==> src/rtl/mem_pkg.sv <==
// Shared state encoding and widths for the word-oriented memory responder.
package mem_pkg;

   localparam int unsigned DEF_ADDR_W = 8;
   localparam int unsigned WORD_W     = 16;
   localparam int unsigned BYTE_W     = 8;

   typedef enum logic [1:0] {
      IDLE,
      LO,
      HI,
      RESP
   } state_t;

endpackage

==> src/rtl/byte_ram.sv <==
// Single-port byte storage: synchronous write, registered read, no reset on contents.
module byte_ram
   import mem_pkg::*;
#(
   parameter int unsigned ADDR_W = DEF_ADDR_W
)
(
   input  logic              clk,
   input  logic              i_en,
   input  logic              i_we,
   input  logic [ADDR_W-1:0] i_addr,
   input  logic [BYTE_W-1:0] i_wdata,
   output logic [BYTE_W-1:0] o_rdata
);

   logic [BYTE_W-1:0] r_mem [2**ADDR_W];
   logic [BYTE_W-1:0] r_rdata;

   // Read register only moves when enabled, so the last byte read stays visible.
   always_ff @(posedge clk) begin
      if (i_en) begin
         if (i_we) begin
            r_mem[i_addr] <= i_wdata;
         end
         r_rdata <= r_mem[i_addr];
      end
   end

   assign o_rdata = r_rdata;

endmodule

==> src/rtl/mem_responder.sv <==
// Request/response front end that splits 16-bit word accesses into two byte accesses.
module mem_responder
   import mem_pkg::*;
#(
   parameter int unsigned ADDR_W = DEF_ADDR_W
)
(
   input  logic              clk,
   input  logic              reset_n,
   input  logic              req_valid,
   output logic              req_ready,
   input  logic              req_write,
   input  logic [WORD_W-1:0] req_addr,
   input  logic [WORD_W-1:0] req_wdata,
   output logic              resp_valid,
   input  logic              resp_ready,
   output logic [WORD_W-1:0] resp_rdata,
   output logic              resp_err
);

   state_t            r_state;
   state_t            w_next;
   logic [ADDR_W-1:0] r_addr;
   logic [WORD_W-1:0] r_wdata;
   logic              r_write;
   logic              r_err;
   logic [BYTE_W-1:0] r_lo;

   logic              w_accept;
   logic              w_oor;
   logic              w_ram_en;
   logic              w_ram_we;
   logic [ADDR_W-1:0] w_ram_addr;
   logic [BYTE_W-1:0] w_ram_wdata;
   logic [BYTE_W-1:0] w_ram_rdata;

   assign w_accept = req_valid && req_ready;
   assign w_oor    = (req_addr >> ADDR_W) != '0;

   byte_ram #(
      .ADDR_W (ADDR_W)
   ) u_ram (
      .clk     (clk),
      .i_en    (w_ram_en),
      .i_we    (w_ram_we),
      .i_addr  (w_ram_addr),
      .i_wdata (w_ram_wdata),
      .o_rdata (w_ram_rdata)
   );

   always_ff @(posedge clk or negedge reset_n) begin
      if (!reset_n) begin
         r_state <= IDLE;
      end else begin
         r_state <= w_next;
      end
   end

   always_ff @(posedge clk or negedge reset_n) begin
      if (!reset_n) begin
         r_addr  <= '0;
         r_wdata <= '0;
         r_write <= 1'b0;
         r_err   <= 1'b0;
         r_lo    <= '0;
      end else begin
         if (w_accept) begin
            r_addr  <= req_addr[ADDR_W-1:0];
            r_wdata <= req_wdata;
            r_write <= req_write;
            r_err   <= w_oor;
         end
         // During HI the RAM output still shows the low byte fetched in LO.
         if (r_state == HI) begin
            r_lo <= w_ram_rdata;
         end
      end
   end

   always_comb begin
      w_next      = r_state;
      req_ready   = 1'b0;
      resp_valid  = 1'b0;
      w_ram_en    = 1'b0;
      w_ram_we    = 1'b0;
      w_ram_addr  = r_addr;
      w_ram_wdata = r_wdata[BYTE_W-1:0];
      case (r_state)
         IDLE: begin
            req_ready = 1'b1;
            if (req_valid) begin
               w_next = w_oor ? RESP : LO;
            end
         end
         LO: begin
            w_ram_en = 1'b1;
            w_ram_we = r_write;
            w_next   = HI;
         end
         HI: begin
            w_ram_en    = 1'b1;
            w_ram_we    = r_write;
            w_ram_addr  = r_addr + ADDR_W'(1);
            w_ram_wdata = r_wdata[WORD_W-1:BYTE_W];
            w_next      = RESP;
         end
         RESP: begin
            resp_valid = 1'b1;
            if (resp_ready) begin
               w_next = IDLE;
            end
         end
         default: w_next = IDLE;
      endcase
   end

   // RAM read port is idle in RESP, so the high byte holds until the response is taken.
   assign resp_rdata = (r_state == RESP && !r_write && !r_err) ? {w_ram_rdata, r_lo} : '0;
   assign resp_err   = (r_state == RESP) && r_err;

endmodule

==> config.mk <==
export PLATFORM = sky130hd
export DESIGN_NAME = mem_responder
export DESIGN_NICKNAME = d
export VERILOG_FILES = /design/src/rtl/mem_pkg.sv /design/src/rtl/byte_ram.sv /design/src/rtl/mem_responder.sv
export SDC_FILE = /design/constraint.sdc
export NUM_CORES = 2
export LEC_CHECK = 0
export ABC_AREA = 0
export CAP_MARGIN = 15
export CORE_UTILIZATION = 35
export CTS_BUF_LIST = sky130_fd_sc_hd__clkbuf_2 sky130_fd_sc_hd__clkbuf_4 sky130_fd_sc_hd__clkbuf_8
export DETAILED_ROUTE_END_ITERATION = 8
export PLACE_DENSITY_LB_ADDON = 0.1
export SLEW_MARGIN = 0
export SYNTH_ARGS = -nofsm -noshare
export SYNTH_HDL_FRONTEND = slang
export SYNTH_HIERARCHICAL = 1
export SYNTH_SLANG_ARGS = --single-unit
==> constraint.sdc <==
create_clock -name clk -period 7.57 [get_ports clk]
set_input_delay 1.514 -clock clk [delete_from_list [all_inputs] [get_ports clk]]
set_output_delay 1.514 -clock clk [all_outputs]
set_load 0.01 [all_outputs]
# Word-level counts from Yosys, hierarchy flattened
# Memory sizes are Yosys's and may differ from the RTL's. A register that Yosys moved wholly into a read port is not among the register bits.
# Cells that the tools add are included.
totals:
  n_memories: 1
  out_inout_bits: 19
  word_cells: 37
  register_bits: 36
  ram_bits: 2048
  input_bits: 37
mem_list:
  columns: ["name", "words", "word_bits", "rd", "rd_ports_with_merged_regs", "wr", "line_no", "text"]
  rows:
  - ["u_ram.r_mem", 256, 8, 1, 1, 1, "byte_ram.sv:16", "logic [BYTE_W-1:0] r_mem [2**ADDR_W];"]
classes:
  n_eq_ne: 5
  reduce_logical: 10
  mux: 14
  n_addsub: 1
op_table:
  columns: ["op", "count"]
  rows:
  - ["$mux W16", 1]
  - ["$mux W8", 2]
  - ["$reduce_bool A16 Y1", 1]
  - ["$add A8 B1 Y8 const B", 1]
  - ["$pmux W2 S4", 1]
  - ["$mux W1", 7]
  - ["$mux W2", 3]
  - ["$eq A2 B2 Y1 const B", 2]
  - ["$logic_and A1 B1 Y1", 4]
  - ["$ne A2 B2 Y1 const B", 2]
  - ["$eq A2 B1 Y1 const B", 1]
  - ["$logic_not A1 Y1", 2]
  - ["$logic_not A2 Y1", 1]
  - ["$reduce_and A2 Y1", 1]
  - ["$reduce_or A2 Y1", 1]

# Logic depth before layout (Yosys ltp)
depth:
  word_depth: 6
  mapped_depth: 13
  depth_no_buf: 9

# Hierarchy
# Netlist, hierarchy kept.
modules_own_cells:
  columns: ["module", "area_per_inst_um2", "instances", "cells_per_inst"]
  rows:
  - ["byte_ram", 78363.9, 1, 3525]
  - ["mem_responder", 1854.3, 1, 136]

# Worst setup path before layout
# OpenSTA, ideal clock, no wires.
synth_timing:
  path_kind: "register -> register"
  startpoint: "reg r_state[0]"
  endpoint: "mem u_ram.r_mem[105][0] (enable)"
  required_ns: 7.200
  arrival_ns: 2.932
  setup_slack_ns: 4.267
  n_path_buf: 6
  synth_period_minus_slack_ns: 3.303
  setup_ns: 0.370
  path_stages_with_launch: 13
  cell_sequence: "dfrtp_1 inv_1 ha_1 buf_2 xor2_1 clkbuf_1 buf_4 buf_4 buf_2 nor3b_1 nand2_1 clkbuf_1 nor2_1"
synth_lines:
  columns: ["item", "line_no", "text"]
  rows:
  - ["start, declared", "mem_responder.sv:21", "state_t r_state;"]
  - ["start signal, assigned", "mem_responder.sv:55", "r_state <= w_next;"]
  - ["$eq A2 B2 Y1", "mem_responder.sv:88", "case (r_state)"]
  - ["$mux W8", "mem_responder.sv:88", null]
  - ["named net w_ram_addr[0]", "mem_responder.sv:33", "logic [ADDR_W-1:0] w_ram_addr;"]
  - ["end, declared", "byte_ram.sv:16", null]
# The timed path passes the listed nets, and every way through them passes these cells.

# Worst setup path in the final report
layout_timing:
  startpoint: "reg r_state[0]"
  endpoint: "reg u_ram.r_rdata[3], in the netlist u_ram/o_rdata[3] (read register of u_ram.r_mem), data pin"
layout_lines:
  columns: ["item", "line_no", "text"]
  rows:
  - ["$eq A2 B2 Y1", "mem_responder.sv:88", null]
  - ["$mux W8", "mem_responder.sv:88", null]
  - ["named net w_ram_addr[0]", "mem_responder.sv:33", null]
  - ["end, declared", "byte_ram.sv:17", "logic [BYTE_W-1:0] r_rdata;"]
# The timed path passes the listed nets, and every way through them passes these cells.
# A chain may end at the register's enable or synchronous reset.

==> flow_metrics.env <==
export IMPL_status="finished clean"
export IMPL_cts_resized=0
export IMPL_antenna_found_initial=10
export IMPL_cap_violations=0
export IMPL_dominantRegCellSynth="edfxtp_1"
export IMPL_cts_buffers=371
export IMPL_cts_root_buf="clkbuf_8"
export IMPL_via_per_inst=5.359
export IMPL_grt_pass1_wl_mm=314.6
export IMPL_p_int_w=0.02762
export IMPL_critPathSlowestCell="o41ai_1"
export IMPL_netlist_instances=3661
export IMPL_finalWirelength_mm=222.9
export IMPL_ant_nets=0
export IMPL_nNetsFinal=3987
export IMPL_dp_hpwl_mm=126.1
export IMPL_track_usage=0.1933
export IMPL_die_x_um=480.7
export IMPL_ctsLongestPathBuffers=4
export IMPL_hold_violations=0
export IMPL_p_leak_nw=27.93
export IMPL_core_um2=227500
export IMPL_timing_fmax_ghz=0.1783
export IMPL_synth_cell_type_count=36
export IMPL_worstSetupPathType="reg2reg"
export IMPL_port_buffers=55
export IMPL_multi_input_area_um2=16820
export IMPL_synth_area_top_cells="edfxtp_1, mux4_2, a22oi_1"
export IMPL_crit_chain="inv_1 > ha_1 > xor2_4 > buf_4 > buf_4 > buf_4 > mux4_2 > a22oi_1 > a21oi_1 > o41ai_1 > buf_4 > nand4_1"
export IMPL_wl_per_cell_um=30.84
export IMPL_startpoint="r_state[0]$_DFFE_PN0P_"
export IMPL_worst_slew_pin_transition_ps=1287
export IMPL_netlist_area_um2=80220
export IMPL_synth_seq_cells=2092
export IMPL_finalClockSkew_ps=98.63
export IMPL_synth_enable_flop_cells=2056
export IMPL_clkTransAtPathRegs_ps=60
export IMPL_vias=38730
export IMPL_setup_viol=0
export IMPL_rows=175
export IMPL_initial_utilization=0.3526
export IMPL_syn_avg_cell_area_um2=21.91
export IMPL_yosysWarnings=6
export IMPL_dp_cells=6582
export IMPL_max_stage_delay_ps=830
export IMPL_p_sw_w=0.01626
export IMPL_critPathBufInv=5
export IMPL_final_max_slew_violation_count=0
export IMPL_cts_hold_buf=0
export IMPL_critPathMaxFanout=22
export IMPL_peakVddDrop_v=0.0006393
export IMPL_grt_max_degree=171
export IMPL_drive_gt1_frac=0.2883
export IMPL_worstPathRequired_ps=8350
export IMPL_htreeDepth=5
export IMPL_ios=56
export IMPL_drcViolationCount=0
export IMPL_combPwrFrac=0.410
export IMPL_cp_end_kind="flop"
export IMPL_rrSetupSlack_ps=1960
export IMPL_detailed_place_area_um2=84670
export IMPL_synth_most_common_cell="edfxtp_1"
export IMPL_clock_sinks=2092
export IMPL_yosysTopAreaCell="edfxtp_1"
export IMPL_die_h_um=480.7
export IMPL_crit_end="u_ram/o_rdata[3]$_DFFE_PP_"
export IMPL_cts_tree="built"
export IMPL_reg2reg_to="u_ram/o_rdata[3]$_DFFE_PP_"
export IMPL_first_pass_iters=5
export IMPL_powerDensity_nw_per_um2=479.3
export IMPL_cts_setup_buffers=0
export IMPL_crit_path_frequent_cell="buf_4"
export IMPL_period_needed_ps=5608
export IMPL_pwr_share_seq=0.363
export IMPL_synthTopCellsByCount="edfxtp_1, mux4_2, nor2_1"
export IMPL_r2r_start="r_state[0]$_DFFE_PN0P_"
export IMPL_place_gp_congestion=0.7546
export IMPL_synth_top_area_frac=0.7696
export IMPL_cp_num_cells=12
export IMPL_drt_iter0_markers=3504
export IMPL_nFillCells=20200
export IMPL_syn_to_final_growth_pct=14.10
export IMPL_hp_class="reg2reg"
export IMPL_r2r_cells=12
export IMPL_crit_arrival_ps=6390
export IMPL_seq_area_um2=62640
export IMPL_final_instance_count_excl_fill=7226
export IMPL_timing_setup_tns_ps=0
export IMPL_grt_remaining_overflow=0
export IMPL_rsz0062_at_grt="no"
export IMPL_syn_nets=3702
export IMPL_utilization=0.4023
export IMPL_ys_seq_area_frac=0.7809
export IMPL_critPathTopFamily="buffers and inverters"
export IMPL_async_flop_share=0.01721
export IMPL_power_w=0.04387
export IMPL_die_area_um2=231100
export IMPL_worst_setup_path_start_kind="flop"
export IMPL_postLayoutCellArea_um2=91530
export IMPL_p_sw_frac=0.3705
export IMPL_pwr_share_clk=0.227
export IMPL_period_share=0.7409
export IMPL_relSlewSlack=0.1399
export IMPL_first_global_vias=41010
export IMPL_clk_insertion_delay_late_ps=1080
## worst min path at each step
stage | end | slack (ps) | from | cells past startpoint
2_1_floorplan | r_lo[3]$_DFFE_PN0P_ | 470 | u_ram/o_rdata[3]$_DFFE_PP_ | 1
3_3_place_gp | r_lo[6]$_DFFE_PN0P_ | 490 | r_lo[6]$_DFFE_PN0P_ | 1
3_5_place_dp | r_lo[4]$_DFFE_PN0P_ | 490 | r_lo[4]$_DFFE_PN0P_ | 1
4_1_cts | r_wdata[1]$_DFFE_PN0P_ | 450 | reset_n | 1
5_1_grt | r_lo[4]$_DFFE_PN0P_ | 510 | r_lo[4]$_DFFE_PN0P_ | 1
6_report | r_lo[4]$_DFFE_PN0P_ | 500 | r_lo[4]$_DFFE_PN0P_ | 1
## through the flow
| stage | hold slack (ps) | setup slack [ps] |
|---|---|---|
| finish | 498.4 | 1962 |
| global route | 508.6 | 1702 |
| CTS | 445.9 | 1863 |
| detailed placement | 489.9 | 1888 |
| global placement | 489.1 | 823.3 |
| floorplan | 471.4 | 4267 |
## power by group through the flow
| stage | Sequential (W) | Combinational [W] | Clock, W |
|---|---|---|---|
| 6_report | 0.0159 | 0.0180 | 0.00994 |
| 5_1_grt | 0.0159 | 0.0192 | 0.0107 |
| 4_1_cts | 0.0159 | 0.0185 | 0.0102 |
| 3_5_place_dp | 0.0162 | 0.0185 | 0 |
| 3_3_place_gp | 0.0161 | 0.0183 | 0 |
| 2_1_floorplan | 0.0163 | 0.0112 | 0 |
## placed cells by master (no fill, tap or decap), types with 2 or more instances in the layout
cell type and count:
a22oi_1 256, clkinv_1 106, clkinvlp_4 7, nor4_1 2, bufinv_16 7, o41ai_1 25, nor3b_1 2, nor2b_1 5
xnor2_1 3, clkdlybuf4s50_1 54, a21oi_1 130, mux2_2 16, nor2_1 260, inv_1 3, clkbuf_8 376, nand2b_2 2
and2_1 19, clkbuf_4 110, nor2b_4 2, mux2_4 18, nand2_2 16, dfrtp_1 36, diode_2 2, mux2_8 9
nand4_1 11, edfxtp_1 2056, buf_4 64, mux4_2 512, o41ai_2 7, buf_12 19, nand3_1 4, nand2_1 17
ha_1 4, buf_2 4, clkinv_2 34
## area by class of cell
type	count	area share
antenna	2	0.00005468
clock buffer	486	0.06556
clock inverter	156	0.009269
inverter	3	0.0001230
multi-input combinational	1336	0.1838
sequential	2092	0.6844
tap	3009	0.04113
timing repair buffer	142	0.01565
## registers in the layout, summed over array words and instances, names as in the netlist
signal,cells
r_write,1
u_ram/r_mem,2048
u_ram/o_rdata,8
r_addr,8
r_lo,8
r_wdata,16
r_state,2
r_err,1
## routing by layer
metal / up-vias / share of wire / global-route usage
li1: 16080 / - / -
met1: 20990 / 0.44 / 0.2674
met2: 1311 / 0.48 / 0.3077
met3: 345 / 0.061 / 0.03967
met4: 0 / 0.025 / 0.05755
met5: - / 0 / 0
## logic make-up (layout without fill, tap and decap cells)
group / Yosys count / count (layout) / share of synthesized area
flops: 2092 / 2092 / 0.7809
mux: 555 / 555 / 0.1506
compound gates: 421 / 421 / 0.03586
simple gates: 349 / 349 / 0.01822
buf+inv: 233 / 787 / 0.01304
xor+xnor: 7 / 7 / 0.0007643
fa+ha+maj: 4 / 4 / 0.0006239
other cells: 0 / 2 / 0
(Power assumes the default switching activity.)
